==> src/rtl/matmul_index_sequencer_if.sv <==
// matmul_index_sequencer_if: job request and MAC-datapath control bundle for one core's index sequencer.
// master (the sequencer) takes start, the dimensions, core_id, num_cores and stall, and drives the
// indices, the A/B/C addresses, the mac_clear/mac_en/c_we strobes and busy/done. slave is the mirror view.
interface matmul_index_sequencer_if #(parameter int DW = 8, parameter int AW = 16);
  logic start;
  logic [DW-1:0] dim_m, dim_n, dim_p, core_id, num_cores;
  logic stall;
  logic [DW-1:0] idx_i, idx_j, idx_k;
  logic [AW-1:0] a_addr, b_addr, c_addr;
  logic mac_clear, mac_en, c_we, busy, done;
  modport master(
    input start, dim_m, dim_n, dim_p, core_id, num_cores, stall,
    output idx_i, idx_j, idx_k, a_addr, b_addr, c_addr, mac_clear, mac_en, c_we, busy, done
  );
  modport slave(
    output start, dim_m, dim_n, dim_p, core_id, num_cores, stall,
    input idx_i, idx_j, idx_k, a_addr, b_addr, c_addr, mac_clear, mac_en, c_we, busy, done
  );
endinterface

==> src/rtl/matmul_index_sequencer.sv <==
// matmul_index_sequencer: (i, j, k) loop controller and address generator for one core of the matrix multiplier.
// Ports: clk, reset (sync, active-high), bus (matmul_index_sequencer_if.master: job inputs, indices,
// A/B/C addresses, MAC strobes, busy/done). Rows core_id, core_id+stride, ... are handled by this core.
// Optional feature: define SEQ_STALL_EN to let stall freeze the sequence in CLEAR/MAC/WRITE;
// without it the stall input has no effect.
module matmul_index_sequencer #(parameter int DW = 8, parameter int AW = 16) (
  input logic clk,
  input logic reset,
  matmul_index_sequencer_if.master bus
);
  typedef enum logic [2:0] {IDLE, CLEAR, MAC, WRITE, DONE} state_t;
  state_t st, st_n;
  logic [DW-1:0] m, n, p, i, j, k, m_n, n_n, p_n, i_n, j_n, k_n, eff;
  logic [AW-1:0] row_a, row_c, step_a, step_c, a, b, c;
  logic [AW-1:0] row_a_n, row_c_n, step_a_n, step_c_n, a_n, b_n, c_n;
  logic clr_q, en_q, we_q, busy_q, done_q, hold, empty;
  // Shift-add scaling, used only once per job to seed the row bases and row strides;
  // every per-element step afterwards is a single add.
  function automatic logic [AW-1:0] scale(input logic [DW-1:0] x, input logic [DW-1:0] y);
    logic [AW-1:0] acc;
    acc = '0;
    for (int s = 0; s < DW; s++) acc = y[s] ? acc + (AW'(x) << s) : acc;
    return acc;
  endfunction
  assign eff = bus.num_cores == '0 ? DW'(1) : bus.num_cores;
  assign empty = bus.dim_m == '0 || bus.dim_n == '0 || bus.dim_p == '0 || bus.core_id >= bus.dim_m;
`ifdef SEQ_STALL_EN
  assign hold = bus.stall && (st == CLEAR || st == MAC || st == WRITE);
`else
  assign hold = 1'b0 & bus.stall;
`endif
  always_comb begin
    st_n = st;
    m_n = m;
    n_n = n;
    p_n = p;
    i_n = i;
    j_n = j;
    k_n = k;
    row_a_n = row_a;
    row_c_n = row_c;
    step_a_n = step_a;
    step_c_n = step_c;
    a_n = a;
    b_n = b;
    c_n = c;
    case (st)
      IDLE: if (bus.start) begin
        m_n = bus.dim_m;
        n_n = bus.dim_n;
        p_n = bus.dim_p;
        i_n = bus.core_id;
        j_n = '0;
        k_n = '0;
        row_a_n = scale(bus.core_id, bus.dim_p);
        row_c_n = scale(bus.core_id, bus.dim_n);
        step_a_n = scale(eff, bus.dim_p);
        step_c_n = scale(eff, bus.dim_n);
        a_n = row_a_n;
        b_n = '0;
        c_n = row_c_n;
        st_n = empty ? DONE : CLEAR;
      end
      CLEAR: begin
        k_n = '0;
        st_n = MAC;
      end
      MAC: if (k == p - 1'b1) st_n = WRITE;
      else begin
        k_n = k + 1'b1;
        a_n = a + 1'b1;
        b_n = b + AW'(n);
      end
      WRITE: begin
        k_n = '0;
        st_n = CLEAR;
        if (j < n - 1'b1) begin
          j_n = j + 1'b1;
          a_n = row_a;
          b_n = AW'(j_n);
          c_n = c + 1'b1;
        end else if ({1'b0, i} + {1'b0, eff_q()} < {1'b0, m}) begin
          i_n = i + eff_q();
          j_n = '0;
          row_a_n = row_a + step_a;
          row_c_n = row_c + step_c;
          a_n = row_a_n;
          b_n = '0;
          c_n = row_c_n;
        end else st_n = DONE;
      end
      DONE: st_n = IDLE;
      default: st_n = IDLE;
    endcase
  end
  logic [DW-1:0] stride;
  function automatic logic [DW-1:0] eff_q();
    return stride;
  endfunction
  always_ff @(posedge clk)
    if (reset) begin
      st <= IDLE;
      {m, n, p, stride, i, j, k} <= '0;
      {row_a, row_c, step_a, step_c, a, b, c} <= '0;
      {clr_q, en_q, we_q, busy_q, done_q} <= '0;
    end else if (!hold) begin
      st <= st_n;
      m <= m_n;
      n <= n_n;
      p <= p_n;
      stride <= (st == IDLE && bus.start) ? eff : stride;
      i <= i_n;
      j <= j_n;
      k <= k_n;
      row_a <= row_a_n;
      row_c <= row_c_n;
      step_a <= step_a_n;
      step_c <= step_c_n;
      a <= a_n;
      b <= b_n;
      c <= c_n;
      clr_q <= st_n == CLEAR;
      en_q <= st_n == MAC;
      we_q <= st_n == WRITE;
      busy_q <= st_n == CLEAR || st_n == MAC || st_n == WRITE;
      done_q <= st_n == DONE;
    end
  assign bus.idx_i = i;
  assign bus.idx_j = j;
  assign bus.idx_k = k;
  assign bus.a_addr = a;
  assign bus.b_addr = b;
  assign bus.c_addr = c;
  // A frozen cycle repeats the current step later, so its strobe must not fire now.
  assign bus.mac_clear = clr_q & ~hold;
  assign bus.mac_en = en_q & ~hold;
  assign bus.c_we = we_q & ~hold;
  assign bus.busy = busy_q;
  assign bus.done = done_q;
endmodule
==> src/flat_wrapper.sv <==
// flat-port wrapper written by rule: the top's interface ports become plain ports
module matmul_index_sequencer_flat 
#(parameter int DW = 8, parameter int AW = 16)
  (clk, reset, bus_start, bus_dim_m, bus_dim_n, bus_dim_p, bus_core_id, bus_num_cores, bus_stall, bus_idx_i, bus_idx_j, bus_idx_k, bus_a_addr, bus_b_addr, bus_c_addr, bus_mac_clear, bus_mac_en, bus_c_we, bus_busy, bus_done);
  matmul_index_sequencer_if #(.DW(DW), .AW(AW)) bus_i ();
  input logic clk;
  input logic reset;
  input wire logic [$bits(bus_i.start)-1:0] bus_start;
  input wire logic [$bits(bus_i.dim_m)-1:0] bus_dim_m;
  input wire logic [$bits(bus_i.dim_n)-1:0] bus_dim_n;
  input wire logic [$bits(bus_i.dim_p)-1:0] bus_dim_p;
  input wire logic [$bits(bus_i.core_id)-1:0] bus_core_id;
  input wire logic [$bits(bus_i.num_cores)-1:0] bus_num_cores;
  input wire logic [$bits(bus_i.stall)-1:0] bus_stall;
  output wire logic [$bits(bus_i.idx_i)-1:0] bus_idx_i;
  output wire logic [$bits(bus_i.idx_j)-1:0] bus_idx_j;
  output wire logic [$bits(bus_i.idx_k)-1:0] bus_idx_k;
  output wire logic [$bits(bus_i.a_addr)-1:0] bus_a_addr;
  output wire logic [$bits(bus_i.b_addr)-1:0] bus_b_addr;
  output wire logic [$bits(bus_i.c_addr)-1:0] bus_c_addr;
  output wire logic [$bits(bus_i.mac_clear)-1:0] bus_mac_clear;
  output wire logic [$bits(bus_i.mac_en)-1:0] bus_mac_en;
  output wire logic [$bits(bus_i.c_we)-1:0] bus_c_we;
  output wire logic [$bits(bus_i.busy)-1:0] bus_busy;
  output wire logic [$bits(bus_i.done)-1:0] bus_done;
  assign bus_i.start = bus_start;
  assign bus_i.dim_m = bus_dim_m;
  assign bus_i.dim_n = bus_dim_n;
  assign bus_i.dim_p = bus_dim_p;
  assign bus_i.core_id = bus_core_id;
  assign bus_i.num_cores = bus_num_cores;
  assign bus_i.stall = bus_stall;
  assign bus_idx_i = bus_i.idx_i;
  assign bus_idx_j = bus_i.idx_j;
  assign bus_idx_k = bus_i.idx_k;
  assign bus_a_addr = bus_i.a_addr;
  assign bus_b_addr = bus_i.b_addr;
  assign bus_c_addr = bus_i.c_addr;
  assign bus_mac_clear = bus_i.mac_clear;
  assign bus_mac_en = bus_i.mac_en;
  assign bus_c_we = bus_i.c_we;
  assign bus_busy = bus_i.busy;
  assign bus_done = bus_i.done;
  matmul_index_sequencer #(.DW(DW), .AW(AW)) u_core (.clk(clk), .reset(reset), .bus(bus_i));
endmodule
==> config.mk <==
export PLATFORM = sky130hd
export DESIGN_NAME = matmul_index_sequencer_flat
export DESIGN_NICKNAME = d
export VERILOG_FILES = /design/src/rtl/matmul_index_sequencer_if.sv /design/src/rtl/matmul_index_sequencer.sv /design/src/flat_wrapper.sv
export SDC_FILE = /design/constraint.sdc
export NUM_CORES = 1
export LEC_CHECK = 0
export BUFFER_PORTS_ARGS = -buffer_cell sky130_fd_sc_hd__buf_2
export CORE_MARGIN = 4
export CORE_UTILIZATION = 65
export CTS_BUF_LIST = sky130_fd_sc_hd__clkbuf_4 sky130_fd_sc_hd__clkbuf_8
export DETAILED_ROUTE_END_ITERATION = 16
export PLACE_DENSITY = 0.85
export SLEW_MARGIN = 20
export SYNTH_ARGS = -nofsm -noshare
export SYNTH_HDL_FRONTEND = slang
export SYNTH_SLANG_ARGS = --single-unit
==> constraint.sdc <==
create_clock -name clk -period 25.5 [get_ports clk]
set_input_delay 1.275 -clock clk [delete_from_list [all_inputs] [get_ports clk]]
set_output_delay 1.275 -clock clk [all_outputs]
set_load 0.02 [all_outputs]
Yosys cells after proc, flatten, opt, wreduce, memory -nomap -nowiden
Cells that the tools add are included.
{"block": "classes", "eq_ne": 13, "n_reduce_logical": 20, "addsub": 39, "n_mux": 67, "n_lt_le_gt_ge": 3}
{"cell": "16-bit 2-to-1 mux", "n": 41}
{"cell": "8-bit 2-to-1 mux", "n": 12}
{"cell": "16-bit one-hot mux with 2 select lines", "n": 3}
{"cell": "16-bit one-hot mux with 3 select lines", "n": 2}
{"cell": "16-bit by 10-bit adder with 16-bit output", "n": 4}
{"cell": "16-bit by 11-bit adder with 16-bit output", "n": 4}
{"cell": "16-bit by 12-bit adder with 16-bit output", "n": 4}
{"cell": "16-bit by 13-bit adder with 16-bit output", "n": 4}
{"cell": "16-bit by 14-bit adder with 16-bit output", "n": 4}
{"cell": "16-bit by 15-bit adder with 16-bit output", "n": 4}
{"cell": "16-bit by 9-bit adder with 16-bit output", "n": 4}
{"cell": "16-bit by 1-bit adder with 16-bit output, second input constant", "n": 2}
{"cell": "16-bit adder", "n": 2}
{"cell": "8-bit logical NOT", "n": 4}
{"cell": "8-bit one-hot mux with 2 select lines", "n": 2}
{"cell": "8-bit one-hot mux with 3 select lines", "n": 1}
{"cell": "16-bit by 8-bit adder with 16-bit output", "n": 1}
{"cell": "8-bit by 1-bit adder with 8-bit output, second input constant", "n": 2}
{"cell": "8-bit by 1-bit subtractor with 8-bit output, second input constant", "n": 2}
{"cell": "3-bit 2-to-1 mux", "n": 5}
{"cell": "3-bit by 2-bit == test with 1-bit output, second input constant", "n": 4}
{"cell": "3-bit one-hot mux with 4 select lines", "n": 1}
{"cell": "8-bit by 8-bit adder with 9-bit output", "n": 1}
{"cell": "9-bit by 8-bit < comparator with 1-bit output", "n": 1}
{"cell": "18 further kinds", "n": 28}
{"block": "word_totals", "out_inout_bits": 77, "regBits": 176, "elab_cells": 162, "in_bits": 44}

Depth between registers and ports, before layout
{"block": "depth", "ltp_word": 17, "mapped_depth": 53, "depth_no_buf": 51}

Worst setup path before layout
OpenSTA, ideal clock, no wires.
{"block": "synth_timing", "path_type": "input to register", "from": "input bus_num_cores[2]", "to": "register u_core.step_c[14]", "cell_stages": 42, "path_buffers": 2, "slack_ps": 15608, "arrival_time_ps": 9765, "required_time_ps": 25373, "setup_time_ps": 127, "path_cell_list": "buf_4 clkbuf_1 nor3_1 a21o_1 ha_1 inv_1 fa_1 nor2b_1 nand3b_1 xor2_1 fa_1 mux2_2 ha_1 fa_1 xor2_1 mux2_2 ha_1 a21o_1 (+6 left out) a21oi_1 o21ai_0 xor2_1 mux2i_1 inv_1 ha_1 a21oi_1 o21ai_0 xor2_1 mux2_2 ha_1 a21oi_1 nor2_1 a21oi_1 a21oi_1 o21ai_0 a21oi_1 or3_1"}
{"block": "synth_via", "elab_chain_cells": 17}
{"element": "from (decl)", "line_no": "flat_wrapper.sv:13", "rtl": "input wire logic [$bits(bus_i.num_cores)-1:0] bus_num_cores;"}
{"element": "8-bit logical NOT *", "line_no": "matmul_index_sequencer.sv:25", "rtl": "assign eff = bus.num_cores == '0 ? DW'(1) : bus.num_cores;"}
{"element": "8-bit 2-to-1 mux *", "line_no": "matmul_index_sequencer.sv:25"}
{"element": "via u_core.eff[0]", "line_no": "matmul_index_sequencer.sv:13", "rtl": "logic [DW-1:0] m, n, p, i, j, k, m_n, n_n, p_n, i_n, j_n, k_n, eff;"}
{"element": "8-bit 2-to-1 mux", "line_no": "matmul_index_sequencer.sv:22", "rtl": "for (int s = 0; s < DW; s++) acc = y[s] ? acc + (AW'(x) << s) : acc;"}
{"element": "16-bit by 9-bit adder with 16-bit output", "line_no": "matmul_index_sequencer.sv:22"}
{"element": "16-bit 2-to-1 mux", "line_no": "matmul_index_sequencer.sv:22"}
{"element": "16-bit by 10-bit adder with 16-bit output", "line_no": "matmul_index_sequencer.sv:22"}
{"element": "16-bit 2-to-1 mux", "line_no": "matmul_index_sequencer.sv:22"}
{"element": "(+2 left out)"}
{"element": "16-bit by 12-bit adder with 16-bit output", "line_no": "matmul_index_sequencer.sv:22"}
{"element": "16-bit 2-to-1 mux", "line_no": "matmul_index_sequencer.sv:22"}
{"element": "16-bit by 13-bit adder with 16-bit output", "line_no": "matmul_index_sequencer.sv:22"}
{"element": "16-bit 2-to-1 mux", "line_no": "matmul_index_sequencer.sv:22"}
{"element": "16-bit by 14-bit adder with 16-bit output", "line_no": "matmul_index_sequencer.sv:22"}
{"element": "16-bit 2-to-1 mux", "line_no": "matmul_index_sequencer.sv:22"}
{"element": "16-bit by 15-bit adder with 16-bit output", "line_no": "matmul_index_sequencer.sv:22"}
{"element": "16-bit 2-to-1 mux *", "line_no": "matmul_index_sequencer.sv:22"}
{"element": "to (signal assigned)", "line_no": "matmul_index_sequencer.sv:118", "rtl": "step_c <= step_c_n;"}
{"element": "to (decl)", "line_no": "matmul_index_sequencer.sv:14", "rtl": "logic [AW-1:0] row_a, row_c, step_a, step_c, a, b, c;"}
Mark *: on every way through the listed nets, which the timed path passes. The rest lies on a longest branch.
A chain may end at the register's enable or synchronous reset.

Final worst setup path
{"block": "layout_timing", "from": "input bus_num_cores[1]", "to": "register u_core.step_c[14]"}
The elaborated chain is that of the path after synthesis.

==> flow_summary.json <==
{
  "share_of_post_route_cells_with_drive_strength_above_1_pct": 8.16,
  "drtPass1Iterations": 6,
  "p_per_area_nw_per_um2": 74.7,
  "setup_violations": 0,
  "pin_count": 121,
  "drt-wirelength-per-cell_um": 19.5,
  "synth_area_per_cell_um2": 7.47,
  "floorplan.rows": 67,
  "min_period_ns": 11.16,
  "yosys.cell_types.count": 89,
  "cts.repair_timing.setup_buffer_count": 0,
  "fin_ws_ns": 14.34,
  "mappedNetlistNets": 3339,
  "synthDominantCellAreaShare_pct": 16.5,
  "clkSlewWorstSetupHoldPaths_ns": 0.09,
  "xor_xnor_share_of_the_synthesized_area_pct": 8.56,
  "synth-adder-area-share_pct": 19.5,
  "max_cap_viol_count": 0,
  "synth_compound_gate_area_share_pct": 28.0,
  "r2r_slack_ns": 20.52,
  "clkLatencyLatePin_ns": 0.49,
  "setup_repair_after_global_routing_missed_its_margin": "false",
  "worst_path_most_repeated_cell": "sky130_fd_sc_hd__a21oi_1",
  "dp_hpwl_um": 49200,
  "initial_antenna_violation_count": 2,
  "postSynthCellCount": 2971,
  "area_share_of_and_or_nand_nor_cells_after_synthesis_pct": 18.4,
  "finalCritPeriodShare_pct": 43.8,
  "track_usage_pct": 35.4,
  "critical_path_arrival_ns": 11.54,
  "final_hold_viol_count": 0,
  "synth.yosys.warnings": 0,
  "num-nets-final": 3356,
  "dominantRegCellSynth": "sky130_fd_sc_hd__dfxtp_1",
  "fmax_ghz": 0.0896,
  "cts_hold_buf": 0,
  "die_width_um": 193,
  "cp_num_buf_inv": 4,
  "place_worst_setup_slack_ns": 14.10,
  "worst_r2r_path_depth": 16,
  "startpoint_type": "input pin",
  "status": "complete, no violations",
  "r2r-start": "u_core.bus.idx_i[0]",
  "synth-seq-cells": 176,
  "crit_required_ns": 25.88,
  "cts_tree": "built",
  "setup.worst_path.class": "input pin to register",
  "critical_path.max_stage_delay_ns": 0.67,
  "yosys.area.top_type": "sky130_fd_sc_hd__ha_1",
  "mux_share_of_post_synthesis_cell_area_pct": 4.16,
  "crit_path_end_kind": "register",
  "timing.rr.end": "u_core.bus.b_addr[10]",
  "core_region_area_um2": 33600,
  "grt_pass1_wl_um": 109000,
  "synth-edff-count": 0,
  "cts_htree_levels": 4,
  "drt.antenna.violating_nets": 0,
  "grt.overflow.total": 0,
  "cts.path.max_buffers": 2,
  "die_area_um2": 37200,
  "drc": 0,
  "initial_core_utilization_pct": 66.1,
  "timing_max_transition_violations_final": 0,
  "cts-root-buf": "sky130_fd_sc_hd__clkbuf_8",
  "gpl.final_weighted_congestion": 0.966,
  "skew_ns": 0.0118,
  "cts_inserted_buffers": 17,
  "power.static_leakage_nw": 10.6,
  "vdd_drop_max_mv": 0.0383,
  "placement.io_buffers": 119,
  "combinational_family_with_the_most_area_after_synthesis": "compound AO/OA/AOI/OAI gates",
  "worst_slew_pin_slew_ns": 1.05,
  "filler_cells": 2784,
  "detailedRoute.firstIterationViolations": 2230,
  "critical-path-slowest-cell": "sky130_fd_sc_hd__a2111oi_0",
  "timing.critical_path.max_delay_family": "compound AO/OA/AOI/OAI gates",
  "critical_path.max_fanout": 29,
  "tns_ns": 0,
  "worst_hold_path.num_cells": 2,
  "timing.critical_path.depth": 47,
  "first_global_vias": 22015,
  "maximum_number_of_pins_on_one_net_before_global_route_repair": 70,
  "synth_area_um2": 22200,
  "async_reset_ff_share_pct": 0,
  "layout.cell_area.non_filler_um2": 23500,
  "cts.sink_count": 176,
  "timing.max_slew.rel_slack_pct": 29.7,
  "detail_route.wirelength_um": 67200,
  "synth.yosys.seq_area_share_pct": 15.9,
  "hold_path_startpoint": "u_core.m[1]",
  "hold_path_end": "u_core.m[1]",
  "die_h_um": 193,
  "layout-area-overhead-vs-synth_pct": 5.65,
  "netlist_top_cells_area": "sky130_fd_sc_hd__ha_1, sky130_fd_sc_hd__dfxtp_1, sky130_fd_sc_hd__a21oi_1",
  "cts_resized": 0,
  "via_per_inst": 6.57,
  "dr_total_vias": 22658,
  "worst_hold_path_type": "register to register",
  "detailed_place.area_um2": 23000
}
stage by stage:
stage	cells	hold slack [ns]	power (mW)	utilization, %
finish	3450	0.460	1.75	69.8
global route	3450	0.490	1.90	69.8
CTS	3449	0.461	1.72	69.7
detailed placement	3417	0.449	1.50	68.4
global placement	3417	0.445	1.43	68.4
floorplan	2971	0.431	1.25	-
how the worst max path moves through the flow:
stage	start	to
after detailed placement	bus_core_id[1]	u_core.bus.a_addr[14]
after floorplan	bus_num_cores[2]	u_core.step_c[14]
after CTS	bus_core_id[1]	u_core.bus.a_addr[14]
after global placement	bus_core_id[1]	u_core.bus.a_addr[14]
final	bus_num_cores[1]	u_core.step_c[14]
after global routing	bus_core_id[1]	u_core.bus.a_addr[14]
logic make-up after synthesis:
family	after synthesis
buf+inv	319
xor+xnor	217
mux	87
flops	176
simple gates	891
compound gates	953
fa+ha+maj	328
sequential cells by signal, indices dropped and copies added (netlist names), 3 cells and up:
name / count
u_core.bus.c_addr: 16
u_core.bus.a_addr: 16
u_core.stride: 8
u_core.step_a: 16
u_core.step_c: 16
u_core.bus.idx_i: 8
u_core.m: 8
u_core.n: 8
u_core.bus.idx_k: 8
u_core.row_a: 16
u_core.bus.b_addr: 16
u_core.p: 8
u_core.st: 3
u_core.bus.idx_j: 8
u_core.row_c: 16
final cells by class:
type,count,area [µm²],area share [%]
tap,448,561,2.39
clock inverter,12,183,0.779
timing repair buffer,132,696,2.97
sequential,176,3520,15.0
clock buffer,20,269,1.15
multi-input combinational,2476,17500,74.7
inverter,185,694,2.96
antenna,1,2.50,0.0107
cells in the final DEF (no fill, tap or decap), types with 32 or more instances in the layout:
master | netlist | final
sky130_fd_sc_hd__nand2_1 | 295 | 294
sky130_fd_sc_hd__ha_1 | 292 | 292
sky130_fd_sc_hd__nor2_1 | 269 | 268
sky130_fd_sc_hd__a21oi_1 | 268 | 266
sky130_fd_sc_hd__o21ai_0 | 183 | 183
sky130_fd_sc_hd__inv_1 | 182 | 182
sky130_fd_sc_hd__dfxtp_1 | 176 | 176
sky130_fd_sc_hd__xnor2_1 | 136 | 136
sky130_fd_sc_hd__buf_2 | 6 | 118
sky130_fd_sc_hd__xor2_1 | 81 | 81
sky130_fd_sc_hd__a21o_1 | 73 | 73
sky130_fd_sc_hd__nor3_1 | 59 | 59
sky130_fd_sc_hd__nand3_1 | 53 | 52
sky130_fd_sc_hd__o211ai_1 | 50 | 50
sky130_fd_sc_hd__o21a_1 | 48 | 48
sky130_fd_sc_hd__mux2i_1 | 47 | 47
sky130_fd_sc_hd__a211oi_1 | 42 | 42
sky130_fd_sc_hd__a31oi_1 | 40 | 40
sky130_fd_sc_hd__mux2_2 | 39 | 39
sky130_fd_sc_hd__nor2b_1 | 35 | 35
sky130_fd_sc_hd__o21bai_1 | 34 | 34
sky130_fd_sc_hd__fa_1 | 32 | 32
worst min-delay path, delay by kind of cell, from the launching register on:
kind               cells  cell delay (ns)
and+or+nand+nor        1             0.05
AOI/OAI and AO/OA      1             0.05
DFF                    1             0.32
metal layers:
layer  vias up  track usage [%]  wire (µm)
met4         2             15.8       2680
met2      1070             57.0      29800
met3       207             6.13       6520
met1     10619             46.5      28200
li1      10760                -          -
met5         -                0         12
Yosys cell counts (13+ instances only):
master / count
sky130_fd_sc_hd__a211o_1: 13
sky130_fd_sc_hd__nand3_1: 53
sky130_fd_sc_hd__o21bai_1: 34
sky130_fd_sc_hd__nand2_1: 295
sky130_fd_sc_hd__ha_1: 292
sky130_fd_sc_hd__mux2i_1: 47
sky130_fd_sc_hd__a21boi_0: 18
sky130_fd_sc_hd__fa_1: 32
sky130_fd_sc_hd__o21a_1: 48
sky130_fd_sc_hd__xnor2_1: 136
sky130_fd_sc_hd__a211oi_1: 42
sky130_fd_sc_hd__and3_1: 32
sky130_fd_sc_hd__a21o_1: 73
sky130_fd_sc_hd__clkbuf_1: 117
sky130_fd_sc_hd__o211ai_1: 50
sky130_fd_sc_hd__o21ai_0: 183
sky130_fd_sc_hd__or3_1: 23
sky130_fd_sc_hd__nand2b_1: 30
sky130_fd_sc_hd__nor2b_1: 35
sky130_fd_sc_hd__xor2_1: 81
sky130_fd_sc_hd__and2_1: 31
sky130_fd_sc_hd__o22ai_1: 18
sky130_fd_sc_hd__mux2_2: 39
sky130_fd_sc_hd__a31oi_1: 40
sky130_fd_sc_hd__nor2_1: 269
sky130_fd_sc_hd__a22oi_1: 16
sky130_fd_sc_hd__nor3b_1: 16
sky130_fd_sc_hd__dfxtp_1: 176
sky130_fd_sc_hd__nor3_1: 59
sky130_fd_sc_hd__inv_1: 182
sky130_fd_sc_hd__a21oi_1: 268
sky130_fd_sc_hd__a311oi_1: 19
where the power goes:
part	switching [mW]	internal (mW)	leakage, nW
clock network	0.109	0.114	0.224
logic	0.685	0.496	8.97
registers	0.0368	0.311	1.44
total	0.831	0.921	10.6
Power figures use the tool's default switching activity.
